File: src/rtl/sar_pkg.sv
// Shared definitions for the SAR comparator responder.
// Holds the default code width, the responder state encoding and the
// noise-LFSR constants with its step function.
package sar_pkg;

  localparam int unsigned SAR_WIDTH = 8;
  localparam int unsigned LFSR_W    = 8;

  typedef enum logic [1:0] {
    IDLE,
    HOLD,
    SETTLE
  } sar_state_e;

  localparam logic [LFSR_W-1:0] LFSR_SEED = 8'hA5;
  // Taps 8,6,5,4 as a mask over bits [7:0].
  localparam logic [LFSR_W-1:0] LFSR_TAPS = 8'hB8;

  // One Fibonacci step: tap parity enters at the MSB, bit 0 falls out.
  function automatic logic [LFSR_W-1:0] lfsr_next(input logic [LFSR_W-1:0] s);
    return {^(s & LFSR_TAPS), s[LFSR_W-1:1]};
  endfunction

endpackage

File: src/rtl/sar_cmp_lfsr.sv
// Noise source for equality decisions.
// Ports:
//   clk, rst  : clock, synchronous active-high reset (reloads seed)
//   step      : advance the LFSR by one state this cycle
//   noise     : current LFSR bit 0
module sar_cmp_lfsr
  import sar_pkg::*;
(
  input  logic clk,
  input  logic rst,
  input  logic step,
  output logic noise
);

  logic [LFSR_W-1:0] state;

  // LFSR register, advanced once per issued decision.
  always_ff @(posedge clk) begin
    if (rst) begin
      state <= LFSR_SEED;
    end else if (step) begin
      state <= lfsr_next(state);
    end
  end

  assign noise = state[0];

endmodule

File: src/rtl/sar_cmp_responder.sv
// Comparator / sample-and-hold model answering an 8-bit SAR controller.
// Captures one sample per conversion, answers each trial code with
// (held >= trial) after SETTLE_CYCLES, and releases on conv_done.
// Optional macro SAR_CMP_NOISE_EN: equality decisions take an LFSR bit.
// Ports:
//   clk, rst            : clock, synchronous active-high reset
//   sample_valid/in     : new sample offer, accepted while sample_ready
//   sample_ready        : high only while idle
//   trial_valid/code    : one-cycle trial strobe and DAC code
//   cmp_out, cmp_valid  : decision (held) and its one-cycle update pulse
//   conv_done           : conversion complete, drop the held sample
//   held_value          : held sample, 0 while idle
//   overrun             : sticky, more than WIDTH trials in one conversion
module sar_cmp_responder
  import sar_pkg::*;
#(
  parameter int unsigned WIDTH         = SAR_WIDTH,
  parameter int unsigned SETTLE_CYCLES = 1
) (
  input  logic             clk,
  input  logic             rst,
  input  logic             sample_valid,
  input  logic [WIDTH-1:0] sample_in,
  output logic             sample_ready,
  input  logic             trial_valid,
  input  logic [WIDTH-1:0] trial_code,
  output logic             cmp_out,
  output logic             cmp_valid,
  input  logic             conv_done,
  output logic [WIDTH-1:0] held_value,
  output logic             overrun
);

  localparam int unsigned CNT_W = $clog2(WIDTH + 1);
  localparam int unsigned SET_W = 4;
  localparam logic [SET_W-1:0] SETTLE_LOAD = SET_W'(SETTLE_CYCLES - 1);
  localparam logic [CNT_W-1:0] CNT_MAX     = CNT_W'(WIDTH);

  sar_state_e       state, state_n;
  logic [WIDTH-1:0] held_n;
  logic [WIDTH-1:0] trial_q, trial_n;
  logic [WIDTH-1:0] cmp_trial;
  logic [CNT_W-1:0] trial_cnt, cnt_n;
  logic [SET_W-1:0] settle_cnt, settle_n;
  logic             cmp_out_n, cmp_valid_n, overrun_n, ready_n;
  logic             decide;

`ifdef SAR_CMP_NOISE_EN
  logic noise;

  sar_cmp_lfsr u_lfsr (
    .clk   (clk),
    .rst   (rst),
    .step  (decide),
    .noise (noise)
  );
`endif

  // State and registered outputs.
  always_ff @(posedge clk) begin
    if (rst) begin
      state        <= IDLE;
      held_value   <= '0;
      trial_q      <= '0;
      trial_cnt    <= '0;
      settle_cnt   <= '0;
      cmp_out      <= 1'b0;
      cmp_valid    <= 1'b0;
      overrun      <= 1'b0;
      sample_ready <= 1'b1;
    end else begin
      state        <= state_n;
      held_value   <= held_n;
      trial_q      <= trial_n;
      trial_cnt    <= cnt_n;
      settle_cnt   <= settle_n;
      cmp_out      <= cmp_out_n;
      cmp_valid    <= cmp_valid_n;
      overrun      <= overrun_n;
      sample_ready <= ready_n;
    end
  end

  // Next-state and output logic. The decision is registered on the edge
  // where the settle count reaches 0, so a one-cycle settle answers on the
  // cycle right after the strobe and conv_done can still cancel it.
  always_comb begin
    state_n     = state;
    held_n      = held_value;
    trial_n     = trial_q;
    cnt_n       = trial_cnt;
    settle_n    = settle_cnt;
    cmp_out_n   = cmp_out;
    cmp_valid_n = 1'b0;
    overrun_n   = overrun;
    decide      = 1'b0;
    cmp_trial   = trial_q;

    unique case (state)
      IDLE: begin
        if (sample_valid) begin
          held_n  = sample_in;
          cnt_n   = '0;
          state_n = HOLD;
        end
      end
      HOLD: begin
        if (conv_done) begin
          state_n = IDLE;
          held_n  = '0;
          cnt_n   = '0;
        end else if (trial_valid) begin
          trial_n  = trial_code;
          settle_n = SETTLE_LOAD;
          if (trial_cnt == CNT_MAX) begin
            overrun_n = 1'b1;
          end
          if (settle_n == '0) begin
            decide    = 1'b1;
            cmp_trial = trial_code;
          end else begin
            state_n = SETTLE;
          end
        end
      end
      SETTLE: begin
        if (conv_done) begin
          state_n = IDLE;
          held_n  = '0;
          cnt_n   = '0;
        end else begin
          settle_n = settle_cnt - SET_W'(1);
          if (settle_n == '0) begin
            decide  = 1'b1;
            state_n = HOLD;
          end
        end
      end
      default: begin
        state_n = IDLE;
      end
    endcase

    // Issue the decision and count the trial (saturating).
    if (decide) begin
      cmp_valid_n = 1'b1;
`ifdef SAR_CMP_NOISE_EN
      cmp_out_n = (held_value == cmp_trial) ? noise : (held_value >= cmp_trial);
`else
      cmp_out_n = (held_value >= cmp_trial);
`endif
      if (trial_cnt != CNT_MAX) begin
        cnt_n = trial_cnt + CNT_W'(1);
      end
    end

    ready_n = (state_n == IDLE);
  end

endmodule

File: config.mk
export PLATFORM = sky130hd
export DESIGN_NAME = sar_cmp_responder
export DESIGN_NICKNAME = d
export VERILOG_FILES = /design/src/rtl/sar_pkg.sv /design/src/rtl/sar_cmp_lfsr.sv /design/src/rtl/sar_cmp_responder.sv
export SDC_FILE = /design/constraint.sdc
export NUM_CORES = 1
export LEC_CHECK = 0
export CAP_MARGIN = 20
export CORE_UTILIZATION = 45
export DETAILED_ROUTE_END_ITERATION = 10
export PLACE_DENSITY = 0.75
export SLEW_MARGIN = 25
export SYNTH_ARGS = -nofsm -noshare
export SYNTH_HDL_FRONTEND = slang
export SYNTH_SLANG_ARGS = --single-unit
File: constraint.sdc
create_clock -name clk -period 2.65 [get_ports clk]
set_input_delay 0.3975 -clock clk [delete_from_list [all_inputs] [get_ports clk]]
set_output_delay 0.3975 -clock clk [all_outputs]
set_load 0.005 [all_outputs]
* Word level (Yosys, flattened, before mapping)
Index checks and enable logic that the tools add are counted.
** Word-level totals
- Register bits :: 30
- Bits in latches :: 0
- RAM bits :: 0
- ROM bits :: 0
- Output and inout port bits :: 12
- Memories kept :: 0
** Cells by class
- Add/subtract/negate cells :: 2
- Multiply operators :: 0
- Divide/modulo/power cells :: 0
- Magnitude comparators :: 1
- Eq/ne operators :: 9
- Shift-type cells :: 0
- Multiplexer cells :: 26
- Bitwise gates (word level) :: 1
- Reductions and logical operators :: 9
** Operator list (count)
- 2-to-1 mux 8 bit :: 5
- 2-to-1 mux 4 bit :: 7
- case mux 4 bit (2 select lines) :: 2
- case mux 8 bit (2 select lines) :: 1
- greater-or-equal comparator 8 bit :: 1
- 2-to-1 mux 2 bit :: 4
- inequality test 2 bit (second input constant) :: 4
- AND reduction 4 bit :: 2
- case mux 2 bit (3 select lines) :: 1
- 2-to-1 mux 1 bit :: 5
- adder 4 x 1 -> 4 bit (second input constant) :: 1
- == test 4 bit (second input constant) :: 1
- logical NOT 2 bit :: 2
- logical NOT 4 bit :: 1
- inequality test 4 bit (second input constant) :: 1
- nonzero test 2 bit :: 2
- subtractor 4 x 1 -> 4 bit (second input constant) :: 1
- AND reduction 3 bit :: 1
- == test 2 x 1 -> 1 bit (second input constant) :: 1
- == test 2 bit (second input constant) :: 1
- inequality test 2 x 1 -> 1 bit (second input constant) :: 1
- case mux 1 bit (2 select lines) :: 1
- OR reduction 2 bit :: 1
- inverter 1 bit :: 1

* Logic depth before layout (Yosys ltp)
- Depth after elaboration :: 6
- Gate-level depth with buffers :: 11

* Least setup slack after synthesis
Ideal clock, no wire load.
- Kind :: register to register
- From :: register state[1]
- To :: register cmp_out
- Setup time :: 143 ps
- Arrival time :: 2409 ps
- Required time :: 2507 ps
- Setup slack :: 98 ps
- Stages on the path, launching flop included :: 12
- Path buffers :: 1
- Clock period less this slack :: 2552 ps
- Cells stage by stage :: dfxtp_1 inv_1 ha_1 nand3b_1 buf_2 mux2_1 ha_1 nor2_1 a21oi_1 o31a_1 a2111oi_0 a311oi_2
** Between the ends
- Longest elaborated chain between the ends :: 3
- Elaborated cells on any way between the ends :: 5
- Classes of those cells :: order compare (1); eq/ne (2); mux (2)
** Ends and longest elaborated chain
- start, declared :: RTL line sar_cmp_responder.sv:39 : sar_state_e state, state_n;
- start signal, assigned :: RTL line sar_cmp_responder.sv:72 : state <= state_n;
- == test 2 x 1 -> 1 bit :: RTL line sar_cmp_responder.sv:99 : unique case (state)
- 2-to-1 mux 8 bit :: RTL line sar_cmp_responder.sv:99
- via cmp_trial[0] :: RTL line sar_cmp_responder.sv:42 : logic [WIDTH-1:0] cmp_trial;
- greater-or-equal comparator 8 bit :: RTL line sar_cmp_responder.sv:150 : cmp_out_n = (held_value >= cmp_trial);
- end signal, assigned :: RTL line sar_cmp_responder.sv:77 : cmp_out <= cmp_out_n;
- end, declared :: RTL line sar_cmp_responder.sv:27 : output logic cmp_out,
The timed path passes the listed nets, and every way through them passes these cells.
A chain may end at the register's enable or synchronous reset.

* Worst setup path in the final report
- From :: register state[0]
- To :: register cmp_out
** Between the ends
- Longest elaborated chain between the ends :: 3
- Elaborated cells on any way between the ends :: 5
- Classes of those cells :: order compare (1); eq/ne (2); mux (2)
** Ends and longest elaborated chain (RTL line)
- == test 2 x 1 -> 1 bit :: sar_cmp_responder.sv:99
- 2-to-1 mux 8 bit :: sar_cmp_responder.sv:99
- greater-or-equal comparator 8 bit :: sar_cmp_responder.sv:150
Several ways; a longest one is shown, not always the timed one.

==> metrics.txt <==
Avg WL per Cell approximately 13 µm; share of layout cells above drive strength 1 0.1182; Crit. path cell count 11; Synth async-reset ratio 0; non-filler cells, final 264; first-pass GRT wire length approximately 5.8 mm; CTS tree built; Post-synth EDFFs 0; CP Data Required Time between 2 and 3 ns; Die Wd between 60 and 70 µm; Setup crit start state[0]; antenna-violating nets left 0; CTS clk-pin slew, worst paths 0.10 ns; CTS Buf Count 5; count leader, synth nor2_1; I/O Buffers 32; Hold-fix buffers, CTS 0; most common cell type on the critical path buf_4; top_reg_cell synth dfxtp_1; Distinct cells, synth 34; Synth area leader dfxtp_1; worst reg2reg setup slack a little over 0.1 ns; final hold vios 0; Syn Inst Count between 150 and 200; drt first pass iters 4; Layout Nets between 200 and 300; initial antenna violation count 0; CP cell instances ha_4, nand3b_1, buf_4, mux2i_4, ha_1, o21ai_1, a21oi_1, o31a_1, a2111oi_4, buf_4, a311oi_2; CP top delay family compound AO/OA/AOI/OAI gates; Vias/cell 5.402; Max Fanout on Critical Path 4; post-synthesis net count 213; Worst path max stage delay roughly 0.43 ns; Synth Warn # 0; CP max stage cell dfxtp_1; Seq/Total Area, Yosys 0.3868; vias in the first global route between 1000 and 1500; Worst Hold End overrun; RSZ-0062 raised after global routing false; placed insts ~260; Cell Pwr Density slightly below 500 nW/µm²; #FFs+latches synth 30; Starting DRT DRC Count 82; CORE AREA 3153 µm²; total global routing overflow 0; Leak ~0.00085 µW; IR Drop Worst-Case VDD between 0.3 and 0.4 mV; fmax 392.7 MHz; Final Total Pwr just over 1000 µW; clock tree buffer depth 2; Least-Margin Pin Slew between 0.5 and 0.6 ns; Vias about 1400; outcome completed; max cap viols 0; Hold Path Cell Cnt 2; number of H-tree levels 2; dpl hpwl roughly 2.6 mm; Worst Setup End Kind register; FF-to-FF End cmp_out; Synth area leaders dfxtp_1 39%, ha_1 13%, nor2_1 8.2%; final setup violation count 0; CTS root buf clkbuf_4; post-route clock period utilization 0.9610; Slew Limit Headroom 0.6307; initial core utilization 0.4925; Area Growth Syn to Fin 35.13%; CP Launch Type register; GPL Wtd Cong 0.8008; clock period minus worst slack around 2.5 ns; Fillers between 200 and 300; WHS between 0.4 and 0.5 ns; WS Path Type register to register; Sink Count 30; worst skew pair latency about 0.32 ns; largest net degree at the start of global routing 25; Rows 20; setup_tns 0 ns; area share of the largest cell type after synthesis 0.3868; # DRC 0; post-layout util 0.6655; Worst Path Buf+Inv 2; I/O Pins 33; worst reg-to-reg path cell count 11; arrival time at the worst endpoint ~2.7 ns; Post-synth top cells 34 x nor2_1, 30 x dfxtp_1, 16 x ha_1; die area 3689 µm²; Final Max Tran Viols 0; total track usage 0.2109; hold_sp overrun; final WL about 3.5 mm; Avg Cell Area, Syn slightly below 9 µm²; die span in y about 61 µm; Setup Skew 0.004539 ns; Worst R2R Start state[0]; ant diodes 0; Hold Path Class register to register; Mapped Area between 1500 and 2000 µm²
[tightest hold or removal path: cells and delay by family (launching register included)]
kind	cells	cell delay [ns]
AND/OR/NAND/NOR	2	0.12
flip-flops	1	0.34
[repair_timing]
item                       4_1_cts  5_1_grt
gates cloned                     0        0
pin swaps                        0        2
buffers inserted                 0        1
gates resized for setup          1        8
setup endpoints to repair        1        1
[metrics by stage]
| stage | instance area, µm² | setup WS [ns] |
|---|---|---|
| global route | 2098 | 0.008648 |
| floorplan | 1553 | 0.09836 |
| global placement | 1971 | -0.08085 |
| finish | 2098 | 0.1034 |
| CTS | 2047 | 0.002556 |
| detailed placement | 1971 | -0.2121 |
[cells in the final DEF (no fill, tap or decap), drive strengths merged, types with 5 or more instances in the layout]
master	n
nor2	34
clkdlybuf4s50	32
dfxtp	30
ha	16
a21oi	12
buf	10
nand2	10
inv	9
a22oi	8
mux2i	8
nand3b	7
clkbuf	7
o21ai	5
[how the worst max path moves through the flow]
stage	endpoint	slack, ns
floorplan	cmp_out	0.1
global placement	cmp_out	-0.08
detailed placement	cmp_out	-0.21
CTS	cmp_out	0.003
global route	cmp_out	0.009
finish	cmp_out	0.10
[registers in the layout, indices dropped and copies added (netlist names)]
| signal | flops |
|---|---|
| trial_q | 8 |
| cmp_out | 1 |
| overrun | 1 |
| cmp_valid | 1 |
| settle_cnt | 4 |
| held_value | 8 |
| trial_cnt | 4 |
| sample_ready | 1 |
| state | 2 |
[cell families (layout without fill, tap and decap cells)]
group	Yosys count	after routing	share of synthesized area
buf+inv	15	59	0.03787
compound gates	36	36	0.1644
flops	30	30	0.3868
mux	10	10	0.06608
fa+ha+maj	16	16	0.1289
simple gates	69	69	0.2160
[layer usage]
metal / up-vias / wire [µm] / share of wire / global-route usage
met5: - / 0 / 0 / 0
met4: 0 / 38 / 0.011 / 0.06818
met3: 5 / 156 / 0.045 / 0.05757
met2: 36 / 1820 / 0.53 / 0.3799
met1: 678 / 1447 / 0.42 / 0.2412
li1: 707 / - / - / -
[power breakdown]
group          total (µW)  switching [µW]  internal (µW)
clock network         355             155            200
registers             478            12.0            466
logic                 189            82.8            106
total                1020             249            772
[final cells by class]
| class | instances | area (µm²) | area share |
|---|---|---|---|
| sequential | 30 | 601.8 | 0.2868 |
| timing repair buffer | 42 | 395.4 | 0.1884 |
| multi-input combinational | 131 | 937.1 | 0.4466 |
| clock buffer | 7 | 45.04 | 0.02147 |
| tap | 44 | 55.05 | 0.02624 |
| inverter | 9 | 33.78 | 0.01610 |
| clock inverter | 1 | 30.03 | 0.01431 |
Power figures use the tool's default switching activity.
